==> src/rtl/fetch_stage_pkg.sv <==
// Shared constants and FSM encoding for the instruction fetch stage.
package fetch_stage_pkg;
  localparam int XLEN = 64;
  localparam int ILEN = 32;
  localparam logic [ILEN-1:0] NOP_WORD = 32'h0000_0013;

  typedef enum logic [1:0] {
    ST_RUN  = 2'd0,
    ST_HALT = 2'd1,
    ST_ERR  = 2'd2
  } fetch_state_t;
endpackage

==> src/rtl/fetch_stage_ifid_reg.sv <==
// IF/ID pipeline register: priority reset > bubble insert > hold > load.
module ifid_reg
  import fetch_stage_pkg::*;
#(
  parameter logic [XLEN-1:0] RESET_PC  = 64'h0,
  parameter logic [ILEN-1:0] NOP_INSTR = NOP_WORD
) (
  input  logic            clk,
  input  logic            reset,
  input  logic            hold,
  input  logic            bubble,
  input  logic [XLEN-1:0] bubble_pc,
  input  logic [XLEN-1:0] pc_in,
  input  logic [ILEN-1:0] instr_in,
  output logic [XLEN-1:0] pc,
  output logic [ILEN-1:0] instr,
  output logic            valid
);

  always_ff @(posedge clk) begin
    if (reset) begin
      pc    <= RESET_PC;
      instr <= NOP_INSTR;
      valid <= 1'b0;
    end else if (bubble) begin
      pc    <= bubble_pc;
      instr <= NOP_INSTR;
      valid <= 1'b0;
    end else if (!hold) begin
      pc    <= pc_in;
      instr <= instr_in;
      valid <= 1'b1;
    end
  end

endmodule

==> src/rtl/fetch_stage.sv <==
// Instruction fetch stage: PC register, RUN/HALT/ERR control and IF/ID register.
// Redirects beat stalls; a misaligned redirect locks the stage in ERR until reset.
module fetch_stage
  import fetch_stage_pkg::*;
#(
  parameter logic [XLEN-1:0] RESET_PC   = 64'h0,
  parameter logic [XLEN-1:0] IMEM_LIMIT = 64'd168,
  parameter logic [ILEN-1:0] NOP_INSTR  = NOP_WORD
) (
  input  logic            clk,
  input  logic            reset,
  input  logic            stall,
  input  logic            branch_taken,
  input  logic [XLEN-1:0] branch_target,
  output logic [XLEN-1:0] imem_addr,
  input  logic [ILEN-1:0] imem_instr,
  output logic [XLEN-1:0] ifid_pc,
  output logic [ILEN-1:0] ifid_instr,
  output logic            ifid_valid,
  output logic            fetch_err,
  output logic            halted,
  output logic [31:0]     fetch_count
);

  fetch_state_t    state, state_n;
  logic [XLEN-1:0] pc, pc_n, bubble_pc;
  logic            hold, bubble, count_inc;
  logic            target_ok;

  assign target_ok = (branch_target[1:0] == 2'b00);
  assign imem_addr = pc;
  assign fetch_err = (state == ST_ERR);
  assign halted    = (state == ST_HALT);

  always_ff @(posedge clk) begin
    if (reset) begin
      state       <= ST_RUN;
      pc          <= RESET_PC;
      fetch_count <= 32'd0;
    end else begin
      state <= state_n;
      pc    <= pc_n;
      if (count_inc) fetch_count <= fetch_count + 32'd1;
    end
  end

  always_comb begin
    state_n   = state;
    pc_n      = pc;
    hold      = 1'b0;
    bubble    = 1'b0;
    bubble_pc = pc;
    count_inc = 1'b0;
    case (state)
      ST_RUN, ST_HALT: begin
        if (branch_taken) begin
          bubble = 1'b1;
          if (target_ok) begin
            state_n   = ST_RUN;
            pc_n      = branch_target;
            bubble_pc = branch_target;
          end else begin
            state_n = ST_ERR;
          end
        end else if (state == ST_HALT) begin
          bubble = 1'b1;
        end else if (stall) begin
          hold = 1'b1;
        end else if (pc >= IMEM_LIMIT) begin
          // Past the end of instruction memory: park without capturing data.
          state_n = ST_HALT;
          bubble  = 1'b1;
        end else begin
          pc_n      = pc + 64'd4;
          count_inc = 1'b1;
        end
      end
      default: bubble = 1'b1;
    endcase
  end

  ifid_reg #(
    .RESET_PC (RESET_PC),
    .NOP_INSTR(NOP_INSTR)
  ) u_ifid (
    .clk      (clk),
    .reset    (reset),
    .hold     (hold),
    .bubble   (bubble),
    .bubble_pc(bubble_pc),
    .pc_in    (pc),
    .instr_in (imem_instr),
    .pc       (ifid_pc),
    .instr    (ifid_instr),
    .valid    (ifid_valid)
  );

endmodule

==> config.mk <==
export PLATFORM = sky130hd
export DESIGN_NAME = fetch_stage
export DESIGN_NICKNAME = d
export VERILOG_FILES = /design/src/rtl/fetch_stage_pkg.sv /design/src/rtl/fetch_stage_ifid_reg.sv /design/src/rtl/fetch_stage.sv
export SDC_FILE = /design/constraint.sdc
export NUM_CORES = 1
export LEC_CHECK = 0
export CORE_ASPECT_RATIO = 0.8
export CORE_MARGIN = 4
export CORE_UTILIZATION = 40
export CTS_CLUSTER_DIAMETER = 80
export DETAILED_ROUTE_END_ITERATION = 10
export DONT_BUFFER_PORTS = 1
export MAX_ROUTING_LAYER = met4
export SLEW_MARGIN = 40
export SYNTH_ARGS = -nofsm -noshare
export SYNTH_HDL_FRONTEND = slang
export SYNTH_SLANG_ARGS = --single-unit
==> constraint.sdc <==
create_clock -name clk -period 2.5 [get_ports clk]
set_clock_uncertainty 0.15 [all_clocks]
set_input_delay 0.375 -clock clk [delete_from_list [all_inputs] [get_ports clk]]
set_output_delay 0.375 -clock clk [all_outputs]
set_load 0.01 [all_outputs]
# Word level (Yosys, flattened, before mapping)
# Index checks and enable logic that the tools add are counted.
# totals
wordCells	50
output_inout_bits	195
reg_bits	195
in_bits	100
# op_classes
n_mux	28
magnitude_cmp	1
eq_ne	6
add_sub_neg	2
n_reduce_logical	7
# ops
operator	n
$mux 64	9
$add 64x3->64 const B	1
$ge 64x8->1 const B	1
$add 32x1->32 const B	1
$mux 1	14
$mux 2	5
$reduce_and 4->1	2
$ne 2x2->1 const B	3
$logic_not 2->1	2
$reduce_or 2->1	2
$eq 2x1->1 const B	1
$eq 2x2->1 const B	1
$ne 2x1->1 const B	1
$reduce_bool 2->1	1

# Longest topological paths before layout
# logic_depth
word_depth	7
mapped_depth	11
ltp_nobuf	8

# Hierarchy
# Synthesis repeated with hierarchy kept, for this count alone.
# unflattened
hier_cells	1083
hier_area_um2	9382.7
# modules_own_cells
mod	seq_area_each_um2	cells_each	n_inst	area_each_um2
fetch_stage	1961.9	691	1	5183.7
ifid_reg	1941.9	392	1	4199.0

# Least setup slack after synthesis
# OpenSTA, ideal clock, no wires.
# synth_timing
path_kind	reg2reg
start	register pc[2], in the netlist imem_addr[2]
end	register fetch_count[27]
setup_slack_ps	102
synth_period_minus_slack_ps	2398
setup_time_ps	70
n_path_buf	2
path_stages_with_launch	11
t_required_ps	2280
t_arrival_ps	2177
path_cell_list	dfxtp_1 inv_1 ha_1 nor3b_1 o21ai_0 and4b_1 buf_2 nand4_2 buf_6 or4_1 a21oi_1
# synth_between
elab_chain_cells	6
# synth_lines
element	line_no	text
from (decl)	fetch_stage.sv:26	logic [XLEN-1:0] pc, pc_n, bubble_pc;
from (signal assigned)	fetch_stage.sv:42	pc <= pc_n;
$ge 64x8->1	fetch_stage.sv:69	end else if (pc >= IMEM_LIMIT) begin
$mux 1	fetch_stage.sv:69	
$mux 1	fetch_stage.sv:67	end else if (stall) begin
$mux 1	fetch_stage.sv:65	end else if (state == ST_HALT) begin
$mux 1	fetch_stage.sv:56	if (branch_taken) begin
$mux 1	fetch_stage.sv:54	case (state)
to (signal assigned)	fetch_stage.sv:43	if (count_inc) fetch_count <= fetch_count + 32'd1;
to (decl)	fetch_stage.sv:22	output logic [31:0] fetch_count
# No other way between the ends.
# A chain may end at the register's enable or synchronous reset.

# Final worst setup path
# layout_timing
start	register pc[17], in the netlist imem_addr[17]
end	register fetch_count[25]
# Same word-level chain as after synthesis.

==> impl_metrics.csv <==
group,metric,value,unit
status,outcome,"finished, violations left",
status,violations,"negative hold slack, negative setup slack",
synth,synth_mux_area_share,7.32,%
synth,synthAdderAreaFrac,0.489,%
global_route,grt_pass1_vias,7019,
global_route,met2_usage,34.8,%
synth,synth_cell_types,42,
placement,dpl.cell_count,1171,
synth,synth_top_area_share,50.9,%
routing,ant_nets,0,
critical_path,worstPathRequired,2.71,ns
critical_path,worst_setup_path_end_kind,"flip-flop",
synth,synthTopCellsByArea,"dfxtp_1 (51%), mux2i_1 (7.2%), nor2_1 (6.4%)",
layout,nFillCells,1637,
power,cellPowerDensity,624,nW/um2
timing,setup_ws,-0.0299,ns
synth,netlist_area,7670,um2
floorplan,dieArea,21500,um2
clock_network,numCtsBuffers,17,
routing,drc,0,
routing,wirelength,26400,um
critical_path,crit_fanout,7,
synth,async_flop_share,0,%
global_route,grtUsageMet1,26.9,%
timing,setup_viol_count_final,2,
floorplan,die_h,132,um
synth,yosys.area.top_type,"dfxtp_1",
synth,synth_top_family_by_area,"simple AND/OR/NAND/NOR gates",
global_route,grt_overflow,0,
synth,synth_edf_count,0,
timing,fin_crit_sh,101,%
clock_network,tritoncts,"done",
timing,period_minus_slack,2.53,ns
hold_path,hold_path_class,"input port to flip-flop",
clock_network,h-tree-depth,4,
synth,yosysWarnings,0,
power,power_switching,0.00194,W
global_route,grt-busiest-layer,"met2",
power,p_comb_share,12.3,%
hold_path,hold_depth,1,
synth,ys_seq_elements,195,
placement,gp_congestion,0.806,
floorplan,io-pin-count,295,
floorplan,die_w,163,um
layout,area_growth,46.0,%
placement,hpwl,16100,um
synth,syn_area_per_cell,8.81,um2
power,swShare,27.7,%
global_route,grt.total_usage,22.4,%
timing,finalHoldViolations,36,
timing,rsz0062_at_grt,"true",
timing,whs,-0.140,ns
power,seq_power_share,48.0,%
synth,yosysSeqAreaShare,50.9,%
synth,ys.flop_type,"dfxtp_1",
routing,route.detailed.wl_per_inst,19.5,um
critical_path,cp-start-kind,"flip-flop",
routing,dr.first_iter.drc_count,538,
power,pwr-share-clk,39.7,%
timing,max_freq,395,MHz
synth,yosys.area_share.simple,22.7,%
critical_path,path_class,"flip-flop to flip-flop",
global_route,grt_pass1_wl,37700,um
power,p_int,0.00505,W
placement,port_buffers,0,
layout,design_area,11200,um2
floorplan,initial_core_util,40.6,%
layout,drive_above_1_share,19.8,%
layout,nets,1188,
global_route,antenna_found_initial,1,
clock_network,cts_buffer_depth,2,
power,irDropWorstVdd,0.000362,V
clock_network,clkLatencyLatePin,0.43,ns
timing,fin_tns_setup,-0.0418,ns
synth,netlist_instances,871,
synth,synth_xor_area_share,0.228,%
routing,vias,7362,
placement,place_area,8610,um2
layout,final_cell_mix,"dfxtp_1 (191), dlygate4sd3_1 (139), nor2_1 (130)",
floorplan,core_region_area,18900,um2
clock_network,clk_root_buffer_cell,"clkbuf_16",
floorplan,rows,45,
layout,final_common_cell,"dfxtp_1",
timing,worstMarginPinSlew,0.380,ns
routing,post_drt_via_cell_ratio,5.43,
layout,layoutNonFillerInstCount,1357,
global_route,grt_util_met3,9.03,%
flow_run,drv_cap,0,
routing,firstDrtPassIters,5,
synth,synth-compound-area-share,14.8,%
timing,relSlewSlack,73.9,%
global_route,grt_max_degree,167,
timing,slew_violations,0,
clock_network,clk_pin_slew,0.09,ns
power,leakage,4.55,nW
clock_network,cts_sinks,195,
synth,synth_nets,974,
critical_path,cp.arrival,2.74,ns
critical_path,worstRegToRegCells,9,
-- Yosys cell counts, drive strengths merged, types with 5 or more instances --
library cell,n
or3,18
o21ai,23
nand4,14
buf,11
nand3b,6
clkbuf,53
a21oi,75
nor2,132
or4,15
inv,5
dfxtp,195
nor3,10
a311oi,6
o31ai,17
nand2,113
a211oi,55
nand3,14
mux2i,55
nor4,15
-- registers in the layout (all words and copies together), names as in the netlist --
signal,cells
u_ifid.valid,1
fetch_count,32
u_ifid.pc,64
imem_addr,64
state,2
u_ifid.instr,32
-- cell families (layout without fill, tap and decap cells) --
group,count (synthesis),count (layout)
AND/OR/NAND/NOR,363,365
flip-flops,195,195
AO/OA/AOI/OAI,183,183
multiplexers,56,56
other,0,1
XOR/XNOR,2,2
adder cells (fa/ha/maj),3,3
buffers and inverters,69,294
-- area by class of cell --
type	instances	area (um2)	area share, %
multi-input cells	609	3790	33.8
diodes	1	2.50	0.0223
flip-flops and latches	195	3910	34.9
clock buffers	18	439	3.92
clock inverters	14	180	1.61
well taps	258	323	2.88
inverters	5	18.8	0.168
repair buffers	257	2540	22.7
-- path summary, 6_finish.rpt --
kind / start / to / slack [ns]
worst max-delay path: imem_addr[17]$_SDFFE_PP0P_ / fetch_count[25]$_SDFFE_PP0P_ / -0.03
worst min-delay path: reset / fetch_count[26]$_SDFFE_PP0P_ / -0.14
worst max register to register: imem_addr[17]$_SDFFE_PP0P_ / fetch_count[25]$_SDFFE_PP0P_ / -0.03
worst min register to register: u_ifid.instr[8]$_SDFFE_PP0N_ / u_ifid.instr[8]$_SDFFE_PP0N_ / 0.35
-- repair_timing --
item / 4_1_cts / 5_1_grt
endpoints found under the setup margin: 66 / 124
hold endpoints to repair: 192 / 65
pin swaps: 21 / 15
gates cloned: 1 / 8
gates resized for setup: 10 / 63
hold buffers: 126 / 13
setup buffers: 1 / 4
-- power groups by stage --
stage               combinational (W)  sequential, W  clock [W]
floorplan                    0.000376        0.00342          0
global placement             0.000578        0.00342          0
detailed placement           0.000584        0.00342          0
CTS                          0.000736        0.00335    0.00285
global route                 0.000933        0.00337    0.00297
finish                       0.000861        0.00335    0.00278
-- layer usage --
layer / routed length, um / vias up
met2: 12400 / 301
met5: 0 / -
met3: 2710 / 30
li1: - / 3537
met4: 525 / 0
met1: 10800 / 3494
-- worst max-delay path, cell delays in order, from the launching register on --
cell and delay [ns]:
dfxtp_2 0.34, nor4_2 0.28, nand4_1 0.26, nor3_4 0.27, buf_12 0.15, buf_8 0.11
nand4_4 0.11, buf_12 0.17, or4_1 0.47, a21oi_1 0.13
-- metrics by stage --
step | util (%) | hold slack [ns] | power, W | worst slack, ns
6_report | 59.2 | -0.140 | 0.00699 | -0.0299
5_1_grt | 59.2 | -0.159 | 0.00727 | -0.138
4_1_cts | 56.0 | -0.155 | 0.00693 | -0.0295
3_5_place_dp | 45.5 | 0.311 | 0.00401 | -0.231
3_3_place_gp | 45.5 | 0.313 | 0.00400 | -0.195
2_1_floorplan | - | 0.326 | 0.00380 | 0.102
(Power assumes the default switching activity.)
